===== config.mk =====
export PLATFORM = sky130hd
export DESIGN_NAME = emg_frame_packer
export DESIGN_NICKNAME = d
export VERILOG_FILES = /design/src/rtl/emg_pkg.sv /design/src/rtl/emg_sync_fifo.sv /design/src/rtl/emg_frame_packer.sv
export SDC_FILE = /design/constraint.sdc
export NUM_CORES = 1
export LEC_CHECK = 0
export ABC_AREA = 1
export BUFFER_PORTS_ARGS = -buffer_cell sky130_fd_sc_hd__buf_2
export CORE_ASPECT_RATIO = 0.5
export CORE_MARGIN = 5
export CORE_UTILIZATION = 50
export CTS_BUF_LIST = sky130_fd_sc_hd__clkbuf_16
export CTS_CLUSTER_SIZE = 28
export DETAILED_ROUTE_END_ITERATION = 10
export PLACE_DENSITY = 0.79
export SLEW_MARGIN = 20
export SYNTH_ARGS = -nofsm -noshare
export SYNTH_HDL_FRONTEND = slang
export SYNTH_SLANG_ARGS = --single-unit

===== constraint.sdc =====
create_clock -name clk_EMG -period 2.89 [get_ports clk_EMG]
set_input_delay 0.578 -clock clk_EMG [delete_from_list [all_inputs] [get_ports clk_EMG]]
set_output_delay 0.578 -clock clk_EMG [all_outputs]
set_load 0.05 [all_outputs]

===== src/rtl/emg_pkg.sv =====
// Shared types, constants and word-pack helpers for the EMG frame packer.
package emg_pkg;

  localparam int WORD_W = 16;
  localparam int CH_W   = 4;
  localparam int DATA_W = 10;

  localparam logic [1:0] TAG_HDR = 2'b10;
  localparam logic [1:0] TAG_SMP = 2'b01;

  typedef enum logic [1:0] {
    ST_IDLE     = 2'd0,
    ST_WAIT_CH0 = 2'd1,
    ST_COLLECT  = 2'd2
  } state_t;

  // Header word: tag, six zero bits, frame counter.
  function automatic logic [WORD_W-1:0] pack_header(input logic [7:0] cnt);
    return {TAG_HDR, 6'b0, cnt};
  endfunction

  // Sample word: tag, channel index, 10-bit result.
  function automatic logic [WORD_W-1:0] pack_sample(input logic [CH_W-1:0] ch,
                                                    input logic [DATA_W-1:0] d);
    return {TAG_SMP, ch, d};
  endfunction

endpackage


===== src/rtl/emg_sync_fifo.sv =====
// Single-clock first-word-fall-through FIFO. Full/empty come from the count
// register so pointers can wrap naturally. A push into a full FIFO is
// accepted when a pop happens at the same edge.
module emg_sync_fifo #(
  parameter int WIDTH = 16,
  parameter int DEPTH = 32
) (
  input  logic                     clk,
  input  logic                     rst,
  input  logic                     push_i,
  input  logic [WIDTH-1:0]         push_data_i,
  input  logic                     pop_req_i,
  output logic                     push_ok_o,
  output logic                     rd_valid_o,
  output logic [WIDTH-1:0]         rd_data_o,
  output logic [$clog2(DEPTH):0]   count_o
);

  localparam int AW = $clog2(DEPTH);
  localparam int CW = AW + 1;

  logic [WIDTH-1:0] mem_q [DEPTH];
  logic [AW-1:0]    wr_ptr_q, wr_ptr_d;
  logic [AW-1:0]    rd_ptr_q, rd_ptr_d;
  logic [CW-1:0]    count_q, count_d;
  logic             full, empty, pop_fire;

  // Push/pop qualification, pointer and count update.
  always_comb begin
    full      = (count_q == CW'(DEPTH));
    empty     = (count_q == '0);
    pop_fire  = pop_req_i & ~empty;
    push_ok_o = push_i & (~full | pop_fire);
    wr_ptr_d  = push_ok_o ? wr_ptr_q + AW'(1) : wr_ptr_q;
    rd_ptr_d  = pop_fire  ? rd_ptr_q + AW'(1) : rd_ptr_q;
    count_d   = count_q + CW'(push_ok_o) - CW'(pop_fire);
  end

  // Pointer and count registers.
  always_ff @(posedge clk) begin
    if (rst) begin
      wr_ptr_q <= '0;
      rd_ptr_q <= '0;
      count_q  <= '0;
    end else begin
      wr_ptr_q <= wr_ptr_d;
      rd_ptr_q <= rd_ptr_d;
      count_q  <= count_d;
    end
  end

  // Storage array; no reset needed since reads are gated by the count.
  always_ff @(posedge clk) begin
    if (push_ok_o) mem_q[wr_ptr_q] <= push_data_i;
  end

  // Head word, forced to zero while empty.
  always_comb begin
    rd_valid_o = ~empty;
    rd_data_o  = empty ? '0 : mem_q[rd_ptr_q];
    count_o    = count_q;
  end

endmodule


===== src/rtl/emg_frame_packer.sv =====
// Captures ADC results with their channel index, checks channel order and
// packs headed frames into a FWFT word FIFO drained by valid/ready.
// Handshake: a word transfers at the rising edge where OUT_VALID and
// OUT_READY are both high; OUT_DATA holds while OUT_VALID && !OUT_READY.
module emg_frame_packer
  import emg_pkg::*;
#(
  parameter int NUM_CH     = 16,
  parameter int FIFO_DEPTH = 32,
  parameter int ADC_BITS   = 10
) (
  input  logic                          clk_EMG,
  input  logic                          RESET,
  input  logic                          ENABLE,
  input  logic                          START_EMG,
  input  logic [3:0]                    CH_SEL_EMG,
  input  logic                          ADC_DONE,
  input  logic [ADC_BITS-1:0]           ADC_DATA,
  input  logic                          CLR_ERR,
  output logic                          OUT_VALID,
  input  logic                          OUT_READY,
  output logic [15:0]                   OUT_DATA,
  output logic [$clog2(FIFO_DEPTH):0]   FILL_LEVEL,
  output logic                          SEQ_ERR,
  output logic                          OVF,
  output logic [1:0]                    dbg_state
);

  state_t              state_q, state_d;
  logic [CH_W-1:0]     cur_ch_q, cur_ch_d;
  logic [CH_W:0]       exp_ch_q, exp_ch_d;   // one spare bit so it never aliases ch 0
  logic [7:0]          frame_cnt_q, frame_cnt_d;
  logic                pend_q, pend_d;
  logic                seq_err_q, seq_err_d;
  logic                ovf_q, ovf_d;

  logic                start_ev, done_ev, ch_match, ch_zero;
  logic                smp_ev, new_hdr, seq_set, abort_seq, exp_inc;
  logic                hdr_src, push, push_is_hdr, push_ok, drop;
  logic [WORD_W-1:0]   push_word;
  logic [DATA_W-1:0]   adc_ext;

  // Decode START/DONE into frame events for the current state.
  always_comb begin
    start_ev  = ENABLE & START_EMG;
    done_ev   = ENABLE & ADC_DONE;
    ch_match  = ({1'b0, CH_SEL_EMG} == exp_ch_q);
    ch_zero   = (CH_SEL_EMG == '0);
    smp_ev    = 1'b0;
    new_hdr   = 1'b0;
    seq_set   = 1'b0;
    abort_seq = 1'b0;
    exp_inc   = 1'b0;
    case (state_q)
      ST_WAIT_CH0: begin
        // A DONE colliding with the ch0 START belongs to the new frame.
        if (start_ev && ch_zero) begin
          new_hdr = 1'b1;
          smp_ev  = done_ev;
        end
      end
      ST_COLLECT: begin
        smp_ev = done_ev;
        if (start_ev) begin
          if (ch_match) begin
            exp_inc = 1'b1;
          end else begin
            seq_set = 1'b1;
            if (ch_zero) new_hdr   = 1'b1;
            else         abort_seq = 1'b1;
          end
        end
      end
      default: ;
    endcase
  end

  // Write port: a sample always wins; a colliding header waits one cycle.
  always_comb begin
    adc_ext                 = '0;
    adc_ext[ADC_BITS-1:0]   = ADC_DATA;
    hdr_src     = ENABLE & (new_hdr | pend_q);
    push        = smp_ev | hdr_src;
    push_is_hdr = hdr_src & ~smp_ev;
    push_word   = smp_ev ? pack_sample(cur_ch_q, adc_ext) : pack_header(frame_cnt_q);
    drop        = push & ~push_ok;
  end

  // Next-state logic; a dropped word abandons the rest of the frame.
  always_comb begin
    state_d = state_q;
    if (!ENABLE) begin
      state_d = ST_IDLE;
    end else begin
      case (state_q)
        ST_IDLE:     state_d = ST_WAIT_CH0;
        ST_WAIT_CH0: if (new_hdr) state_d = ST_COLLECT;
        ST_COLLECT: begin
          if (abort_seq) state_d = ST_WAIT_CH0;
          else if (smp_ev && !new_hdr && cur_ch_q == CH_W'(NUM_CH - 1))
            state_d = ST_WAIT_CH0;
        end
        default:     state_d = ST_IDLE;
      endcase
      if (drop) state_d = ST_WAIT_CH0;
    end
  end

  // Channel tracking, frame counter, pending header and sticky flags.
  always_comb begin
    cur_ch_d    = START_EMG ? CH_SEL_EMG : cur_ch_q;
    exp_ch_d    = exp_ch_q;
    if (new_hdr)      exp_ch_d = (CH_W+1)'(1);
    else if (exp_inc) exp_ch_d = exp_ch_q + (CH_W+1)'(1);
    frame_cnt_d = (push_ok && push_is_hdr) ? frame_cnt_q + 8'd1 : frame_cnt_q;
    pend_d      = smp_ev & hdr_src & ~drop;
    seq_err_d   = seq_set | (seq_err_q & ~CLR_ERR);
    ovf_d       = drop    | (ovf_q     & ~CLR_ERR);
  end

  // State and datapath registers.
  always_ff @(posedge clk_EMG) begin
    if (RESET) begin
      state_q     <= ST_IDLE;
      cur_ch_q    <= '0;
      exp_ch_q    <= '0;
      frame_cnt_q <= '0;
      pend_q      <= 1'b0;
      seq_err_q   <= 1'b0;
      ovf_q       <= 1'b0;
    end else begin
      state_q     <= state_d;
      cur_ch_q    <= cur_ch_d;
      exp_ch_q    <= exp_ch_d;
      frame_cnt_q <= frame_cnt_d;
      pend_q      <= pend_d;
      seq_err_q   <= seq_err_d;
      ovf_q       <= ovf_d;
    end
  end

  emg_sync_fifo #(
    .WIDTH (WORD_W),
    .DEPTH (FIFO_DEPTH)
  ) u_fifo (
    .clk         (clk_EMG),
    .rst         (RESET),
    .push_i      (push),
    .push_data_i (push_word),
    .pop_req_i   (OUT_READY),
    .push_ok_o   (push_ok),
    .rd_valid_o  (OUT_VALID),
    .rd_data_o   (OUT_DATA),
    .count_o     (FILL_LEVEL)
  );

  // Flag and debug outputs.
  always_comb begin
    SEQ_ERR   = seq_err_q;
    OVF       = ovf_q;
    dbg_state = state_q;
  end

endmodule


Word level (Yosys, flattened, before mapping):

Memories as Yosys holds them, arrays and structs flattened. A register that Yosys moved wholly into a read port is not among the register bits.
Cells that the tools add are included.

* bits in writable memories: 512
* output and inout port bits: 27
* memories kept: 1
* bits in registers: 38
* logic and storage cells: 95

Memories
* u_fifo.mem_q: words 32, width 16, read ports 1, clocked after memory_dff 1, write ports 1, RTL line emg_sync_fifo.sv:22 `logic [WIDTH-1:0] mem_q [DEPTH];`

* mux-type cells: 30
* $add $sub $neg: 6
* equal/unequal tests: 9
* bitwise gates (word level): 23
* reduce and logical (&&, ||, !) cells: 14

Operator list (number)
* $mux W16: 2
* $mux W1: 20
* $add A5 B1 Y5 const B: 3
* $and A1 B1 Y1: 11
* $mux W5: 2
* $add A8 B1 Y8 const B: 1
* $not A1 Y1: 7
* $add A6 B1 Y6: 1
* $eq A6 B6 Y1 const B: 1
* $logic_not A6 Y1: 1
* $mux W2: 3
* $ne A3 B3 Y1 const B: 2
* $pmux W2 S3: 1
* $sub A6 B1 Y6: 1
* $eq A4 B5 Y1: 1
* $or A1 B1 Y1: 5
* $eq A4 B4 Y1 const B: 1
* $logic_and A1 B1 Y1: 4
* $logic_not A4 Y1: 1
* $ne A4 B4 Y1 const B: 1
* $pmux W1 S2: 2
* $reduce_and A2 Y1: 2
* $reduce_or A2 Y1: 2
* $reduce_or A3 Y1: 1
* other kinds (6): 6

Logic depth before layout (Yosys ltp):

Gate-level depths: netlist of run 1.

* depth after elaboration: 13
* mapped depth: 20
* mapped depth without buffers: 20

By module:

From an unflattened synthesis of run 1, not the netlist that was laid out.

* cell total of the unflattened synthesis: 2123
* area, all modules: 23507.5 µm²

By module, submodules not included
* emg_sync_fifo: sequential area each 15795.1 µm², cells an instance 1917, times used 1, area an instance 22092.4 µm²
* emg_frame_packer: sequential area each 440.4 µm², cells an instance 206, times used 1, area an instance 1415.1 µm²

Least setup slack after synthesis of run 1:

No wires, ideal clock.

* path kind: reg-to-reg
* start point: register state_q[0] (netlist: dbg_state[0])
* end point: memory u_fifo.mem_q[0][0] (data pin)
* stages on the path, launching flop included: 9
* required time: 2436 ps
* period minus slack after synthesis: 3600 ps
* arrival time: 3146 ps
* slack: -710 ps
* path through: dfxtp_1 inv_1 ha_1 inv_1 o21ai_0 nand2_1 inv_1 buf_2 o21ai_0

* word-level cells in the longest chain between the ends: 3
* elaborated cells on any way between the ends: 4
* those cells by class: eq/ne: 2; mux: 2

RTL lines
* start, declared: RTL line emg_frame_packer.sv:29 `state_t state_q, state_d;`
* start signal, assigned: RTL line emg_frame_packer.sv:132 `state_q <= state_d;`
* $eq A2 B2 Y1 or $eq A2 B1 Y1 (tied branches): RTL line emg_frame_packer.sv:54 `case (state_q)`
* $pmux W1 S2 *: RTL line emg_frame_packer.sv:54
* $mux W16 *: RTL line emg_frame_packer.sv:85 `push_word = smp_ev ? pack_sample(cur_ch_q, adc_ext) : pack_header(frame_cnt_q);`
* via push_word[0]: RTL line emg_frame_packer.sv:40 `logic [WORD_W-1:0] push_word;`
* end, declared: RTL line emg_sync_fifo.sv:22

The timed path passes the listed nets; every way through them passes the cells marked *.

==> impl_results.md, run 1 <==
* Area Overhead vs Synth at 20.36%
* Hold/Removal Path Class: in2reg
* Worst-margin pin slew at 0.5370 ns
* Overall die width at 309.6 um
* Clock tree root driver cell: clkbuf_16
* Routed WL per cell at between 20 and 30 um
* Mean cell area of the mapped netlist at 12.62 sq um
* Period utilization at 1.125
* Final Hold Viols at 0
* Placed cell count at about 2.4k
* Switching power as a share of total power at 0.3187
* Met1 GRT Util at 0.3214
* Critical Path End Type: output pin
* Total net switching power at 0.006482 W
* Worst Path Class, Setup: reg2out
* Remaining global-route overflow at 0
* Power density relative to cell area at ~750 nW/um^2
* Crit start category: flop
* Result of the run: finished, violations left
* Clock Sink Count at around 560
* Main synth FF type: edfxtp_1
* TritonCTS clock tree: done
* Time the worst path needs with I/O delays and setup at approximately 3.3 ns
* Peak VDD IR at ~0.00052 V
* Total nets after synthesis at around 1.8k
* Setup repair after global routing missed its margin: yes
* Post-route design area at approximately 27000 sq um
* Share of cells above drive strength 1 at 0.1729
* Global-route wire length before repair at slightly above 90000 um
* Critical path arrival at between 2 and 3 ns
* Post-detailed-route DRC marker count at 0
* Number of nets with antenna violations after detailed routing at 0
* Number of nets in the layout at about 1.9k
* Internal Power at around 0.014 W
* Detailed-route wire length at around 66000 um
* Worst Setup Slack, final at -0.3614 ns
* Clk network pwr share at 0.303
* Met3 routing resource usage after global routing at 0.06473
* Maximum net fanout on the critical path at 15
* Portion of the post-synthesis area used by sequential elements at 0.7237
* Initial Util at 0.5101
* Cell types with the largest area share after synthesis: edfxtp_1 (69%), o21ai_0 (6.3%), nor2_1 (5.6%)
* Initial detailed-routing violation count at around 3.1k
* Placeable core area at about 44000 sq um
* Post-synth EDFFs at just over 500
* Row Count at 54
* Number of different library cells in the post-synthesis netlist at 37
* Longest Clk Path Bufs at 3
* Count of TritonRoute iterations in the first routing pass at 6
* Number of antenna violations at the first check in global routing at 0
* Area of the mapped netlist at 22440 sq um
* Detailed-route vias per instance at 6.602
* Number of global-route vias before repair at between 15k and 20k
* I/O pin count at 48
* Max cap viols at 0
* Sequential fraction of design power at 0.432
* Port bufs at 47
* Area share of the leading cell type in the synthesized netlist at 0.6853
* Die Outline Area at 49460 sq um
* Max-slew headroom at the worst pin at 0.6420
* Count of pins over their slew limit at 0
* Post-synthesis sequential element count at between 500 and 600
* Largest net degree at the start of global routing at 67
* Overall global routing resource usage at 0.2426
* Most common cell in the synthesized netlist: edfxtp_1
* Max frequency at 307.6 MHz
* Dominant cell type by area after synthesis: edfxtp_1
* Clock-pin slew on the worst setup and hold paths at approximately 0.060 ns
* Busiest grt layer: met2
* Share of flip-flops with an asynchronous set or reset at 0
* Number of clock buffers inserted by TritonCTS at 49
* Height of the chip at roughly 160 um
* Portion of total power attributed to combinational logic at 0.265
* Met2 Track Usage GR at 0.3834
* RD Place Congestion at between 0.8 and 0.9
* Instance count of the mapped netlist at around 1.8k
* Yosys warning count at 0
* Required time of the critical path at approximately 2.3 ns
* Layout Skew at ~0.028 ns
* Max H-tree Level at 2
* Placed cell area at between 20000 and 25000 sq um
* Setup violators final at 16
* Synth cell count leaders: edfxtp_1 (512), nor2_1 (332), o21ai_0 (281)
* Post-placement worst setup slack at around 0.012 ns
* Static leakage power at between 9 and 10 nW
* Detailed-placement wirelength estimate at ~30000 um
* Total number of vias at roughly 17k
* Violations in the final reports: negative setup slack
* Count of non-filler cells in the finished layout at about 2.5k
* Latest clock arrival within the worst-skew pair at ~0.59 ns
* Final antenna diode count at 0
-- sequential cells by signal, indices dropped and copies added, names as in the netlist, named ones only --
signal           cells
exp_ch_q             5
cur_ch_q             4
u_fifo.wr_ptr_q      5
frame_cnt_q          8
SEQ_ERR              1
dbg_state            2
u_fifo.mem_q       512
OVF                  1
u_fifo.count_o       6
pend_q               1
u_fifo.rd_ptr_q      5
-- cell usage in the layout (no fill, tap or decap), types with 15 or more instances in the layout --
| cell type | synthesis | final |
|---|---|---|
| a21oi_1 | 41 | 31 |
| buf_12 | 0 | 52 |
| buf_16 | 0 | 21 |
| buf_2 | 37 | 31 |
| buf_4 | 5 | 22 |
| buf_6 | 1 | 21 |
| clkbuf_16 | 0 | 57 |
| dfxtp_1 | 43 | 38 |
| edfxtp_1 | 512 | 512 |
| ha_1 | 21 | 20 |
| inv_1 | 60 | 77 |
| nand2_1 | 86 | 78 |
| nand3_1 | 82 | 73 |
| nor2_1 | 332 | 305 |
| nor2_2 | 0 | 27 |
| o21ai_0 | 281 | 249 |
| o21ai_1 | 7 | 24 |
| o21ai_2 | 0 | 15 |
| o221ai_1 | 103 | 101 |
| o22ai_1 | 24 | 24 |
-- metal layers --
layer  vias up  part of all wire
li1       6808                 -
met1      7778              0.34
met2      1636              0.46
met4         0             0.048
met5         -                 0
met3       295              0.15
-- worst max-delay path: stages (launching register included) --
cell and delay (ns):
dfxtp_4 0.38, buf_12 0.18, inv_16 0.12, buf_16 0.15, o21ai_0 0.10, o221ai_1 0.27
nand3_1 0.19, nand3_1 0.18, nand2_1 0.11, a31oi_4 0.20, buf_6 0.19
-- final cells by class --
class / count / area, sq um
clock inverter: 42 / 234.0
timing repair buffer: 157 / 2424
multi-input combinational: 1041 / 5807
tap: 588 / 735.7
clock buffer: 49 / 1226
timing repair inverter: 2 / 38.79
inverter: 68 / 291.5
sequential: 555 / 16250
fill: 2909 / 16980
-- final timing paths --
| check | startpoint | endpoint | slack [ns] | depth (start not counted) |
|---|---|---|---|---|
| setup reg to reg | dbg_state[0] | u_fifo.count_o[4] | 0.12 | 19 |
| hold reg to reg | frame_cnt_q[7] | frame_cnt_q[7] | 0.46 | 2 |
| hold / removal | START_EMG | cur_ch_q[1] | 0.26 | 2 |
| setup / recovery | flop | OUT_DATA[6] | -0.36 | 10 |
-- power by group through the flow --
stage | Combinational, W | Clock (W) | Sequential (W)
CTS | 0.00483 | 0.00609 | 0.00877
floorplan | 0.00263 | 0 | 0.00905
finish | 0.00538 | 0.00617 | 0.00879
global placement | 0.00373 | 0 | 0.00894
detailed placement | 0.00384 | 0 | 0.00895
global route | 0.00559 | 0.00652 | 0.00879
-- cells by family after synthesis --
logic type,after synthesis,share of synthesized area
compound gates,483,0.1284
xor+xnor,11,0.004295
fa+ha+maj,22,0.01260
buf+inv,182,0.03402
flops,555,0.7237
simple gates,525,0.09704
-- what timing repair did --
| action | in CTS | in global routing |
|---|---|---|
| hold buffers | 0 | 0 |
| gates resized for setup | 88 | 64 |
| endpoints found under the hold margin | 0 | 0 |
| gates cloned | 15 | 9 |
| endpoints found under the setup margin | 16 | 17 |
| setup buffers | 7 | 6 |
| pin swaps | 3 | 29 |
-- stage by stage --
step | total power [W] | utilization | hold WS, ns | setup TNS (ns)
2_1_floorplan | 0.01168 | - | 0.4359 | 0
3_3_place_gp | 0.01267 | 0.5527 | 0.4522 | 0
3_5_place_dp | 0.01279 | 0.5527 | 0.4568 | 0
4_1_cts | 0.01969 | 0.6049 | 0.2490 | -1.991
5_1_grt | 0.02090 | 0.6139 | 0.2645 | -4.063
6_report | 0.02034 | 0.6139 | 0.2637 | -3.584
(Power assumes the default switching activity.)
==> run 2: changes to the inputs <==
--- a/config.mk
+++ b/config.mk
@@ -7,7 +7,7 @@
 export LEC_CHECK = 0
 export ABC_AREA = 1
 export BUFFER_PORTS_ARGS = -buffer_cell sky130_fd_sc_hd__buf_2
-export CORE_ASPECT_RATIO = 0.5
+export CORE_ASPECT_RATIO = 2
 export CORE_MARGIN = 5
 export CORE_UTILIZATION = 50
 export CTS_BUF_LIST = sky130_fd_sc_hd__clkbuf_16
==> run 2 against run 1 <==
Net effect: the flow still finishes with violations (negative setup slack); worst hold slack better by 0.017 ns; count of clock-buffer cells in the layout down 6; register-to-register slack better by 0.08 ns; sequential share of layout area down 0.64 points; critical path type unchanged; largest power group unchanged.
==> impl_results.md, run 2 (synthesis results as in run 1) <==
* Layout Skew at 0.01465 ns (was 0.02767 ns)
* Worst-margin pin slew at 0.5583 ns (was 0.5370 ns)
* Top Family by Delay on Critical Path: buffers and inverters (unchanged)
* Count of pins over their slew limit at 0 (unchanged)
* Reg2Reg Setup Slack at 0.20 ns (was 0.12 ns)
* Routed WL per cell at 26.61 um (was 26.23 um)
* Final antenna diode count at 0 (unchanged)
* Start point of the worst hold path: START_EMG (unchanged)
* Worst Path Class, Setup: reg2out (unchanged)
* Post-placement worst setup slack at 0.06325 ns (was 0.01235 ns)
* Longest Clk Path Bufs at 3 (unchanged)
* Detailed-route vias per instance at 6.594 (was 6.602)
* Post-detailed-route DRC marker count at 0 (unchanged)
* Area Overhead vs Synth at 21.66% (was 20.36%)
* Cell depth of the worst flop-to-flop path at 19 (unchanged)
* Number of hold buffers added after CTS at 0 (unchanged)
* Max H-tree Level at 2 (unchanged)
* Number of nets with antenna violations after detailed routing at 0 (unchanged)
* Number of global-route vias before repair at 16.54k (was 15.95k)
* Die Outline Area at 49460 sq um (unchanged)
* Max frequency at 312.4 MHz (was 307.6 MHz)
* Hold Worst Slack at 0.2811 ns (was 0.2637 ns)
* Clock tree root driver cell: clkbuf_16 (unchanged)
* Critical Path End Type: output pin (unchanged)
* Largest net degree at the start of global routing at 64 (was 67)
* Setup violators final at 16 (unchanged)
* Height of the chip at 309.6 um (was 159.8 um)
* Crit start category: flop (unchanged)
* Number of nets in the layout at 1957 (was 1917)
* Critical path arrival at 2.62 ns (was 2.67 ns)
* Overall global routing resource usage at 0.2560 (was 0.2426)
* Latest clock arrival within the worst-skew pair at 0.56 ns (was 0.59 ns)
* Result of the run: finished, violations left (unchanged)
* Detailed-placement wirelength estimate at 37010 um (was 30470 um)
* Final Hold Viols at 0 (unchanged)
* Largest register by flop count: u_fifo.mem_q (unchanged)
* Time the worst path needs with I/O delays and setup at 3.201 ns (was 3.251 ns)
* Count of TritonRoute iterations in the first routing pass at 5 (was 6)
* TritonCTS clock tree: done (unchanged)
* Cell-by-cell trace of the critical path: buf_12 > inv_16 > buf_12 > buf_6 > o21ai_0 > o221ai_1 > nand3_1 > nand3_1 > nand2_1 > a31oi_4 > buf_12 (was buf_12 > inv_16 > buf_16 > o21ai_0 > o221ai_1 > nand3_1 > nand3_1 > nand2_1 > a31oi_4 > buf_6)
* Initial Util at 0.5062 (was 0.5101)
* Number of clock buffers inserted by TritonCTS at 41 (was 49)
* Setup repair after global routing missed its margin: yes (unchanged)
* Detailed-route wire length at 66580 um (was 65630 um)
* Number of antenna violations at the first check in global routing at 0 (unchanged)
* Initial detailed-routing violation count at 2560 (was 3092)
* Remaining global-route overflow at 0 (unchanged)
* Global-route wire length before repair at 96960 um (was 92600 um)
* Share of cells above drive strength 1 at 0.1988 (was 0.1729)
* Max-slew headroom at the worst pin at 0.6274 (was 0.6420)
* Clock-pin slew on the worst setup and hold paths at 0.08 ns (was 0.06 ns)
* Placeable core area at 44320 sq um (was 43980 sq um)
* Row Count at 109 (was 54)
* Clock Sink Count at 555 (unchanged)
* Static leakage power at 9.521 nW (was 9.343 nW)
* RD Place Congestion at 0.9395 (was 0.8474)
* Violations in the final reports: negative setup slack (unchanged)
* Power density relative to cell area at 743.6 nW/um^2 (was 753.3 nW/um^2)
* Peak per-stage delay on the critical path at 0.39 ns (was 0.38 ns)
* Period utilization at 1.108 (was 1.125)
* Hold/Removal Path Class: in2reg (unchanged)
* Total number of vias at 16.50k (was 16.52k)
* Overall die width at 159.8 um (was 309.6 um)
* Worst flop-to-flop path startpoint: dbg_state[0] (unchanged)
* Reg2Reg Capture Point: u_fifo.count_o[4] (unchanged)
* Peak VDD IR at 0.0009078 V (was 0.0005192 V)
* Most common library cell in the layout ignoring fill and taps: edfxtp_1 (unchanged)
* I/O pin count at 48 (unchanged)
* Buffers and inverters on the worst path at 5 (was 4)
* Sink of the worst hold path: cur_ch_q[1] (unchanged)
* Required time of the critical path at 2.31 ns (about the same)
* Worst Setup Slack, final at -0.3108 ns (was -0.3614 ns)
* Crit path max-delay cell type: dfxtp_4 (unchanged)
* Highest-count cells in the layout ignoring fill and taps: edfxtp_1 (512), nor2_1 (304), o21ai_0 (234), o221ai_1 (88), nand2_1 (80) (was edfxtp_1 (512), nor2_1 (305), o21ai_0 (249), o221ai_1 (101), nand2_1 (78))
* Max FFs per register at 512 (unchanged)
* Maximum net fanout on the critical path at 7 (was 15)
* Worst hold path depth at 2 (unchanged)
* Library cell appearing most often on the critical path: buf_12 (was nand3_1)
* Port bufs at 47 (unchanged)
* Max cap viols at 0 (unchanged)
[run 2: cell types whose count changed in the layout (fill, tap and decap cells not counted), moves of 4 or more]
cell,previous run,this run
o21ai_1,24,37
buf_12,52,56
clkbuf_16,57,48
o221ai_2,2,15
inv_1,77,64
buf_8,1,6
a31oi_2,7,3
o21ai_0,249,234
o221ai_1,101,88
buf_4,22,69
buf_6,21,16
[run 2: cell type report]
| cell class | count | area, sq um |
|---|---|---|
| Fill cell | 2909 | 17030 |
| Sequential cell | 555 | 16250 |
| Multi-Input combinational cell | 1041 | 5873 |
| Timing Repair Buffer | 205 | 2815 |
| Clock buffer | 43 | 1076 |
| Tap cell | 555 | 694.4 |
| Inverter | 68 | 291.5 |
| Clock inverter | 33 | 259.0 |
| Timing Repair inverter | 2 | 38.79 |
[run 2: power by group]
part           internal (W)  total, W  switching [W]  leakage, nW
sequential          0.00870   0.00878      0.0000767         5.23
clock               0.00307   0.00579        0.00272        0.672
combinational       0.00221   0.00573        0.00352         3.61
[run 2: worst max path at each step]
stage                       from             endpoint  depth (start not counted)
2_1_floorplan  u_fifo.count_o[2]  u_fifo.mem_q[29][0]                         11
5_1_grt                     flop          OUT_DATA[5]                         10
4_1_cts                     flop          OUT_DATA[5]                          9
3_3_place_gp                flop         OUT_DATA[10]                          8
6_report                    flop          OUT_DATA[6]                         11
3_5_place_dp                flop         OUT_DATA[10]                          8
[run 2: metrics by stage]
step                      cells  TNS [ns]  total power (W)    util  cell area (sq um)
after global routing       2502    -4.650          0.02093  0.6158              27290
after detailed placement   2384         0          0.01324  0.5563              24660
after global placement     2384         0          0.01311  0.5563              24660
after floorplan            1778         0          0.01168       -              22550
final                      2502    -3.763          0.02030  0.6158              27290
after CTS                  2491    -2.643          0.01981  0.6071              26910
[run 2: repair_timing]
item | in CTS | in global routing
gates resized for setup | 75 | 89
pin swaps | 22 | 42
cloned | 17 | 5
setup buffers | 14 | 7
endpoints found under the setup margin | 16 | 17
[run 2: routing by layer]
metal | track usage | wire [um] | part of all wire
met5 | 0 | 0 | 0
met4 | 0.1688 | 4910 | 0.074
met3 | 0.03017 | 5925 | 0.089
met2 | 0.4768 | 35680 | 0.54
met1 | 0.2718 | 20060 | 0.30
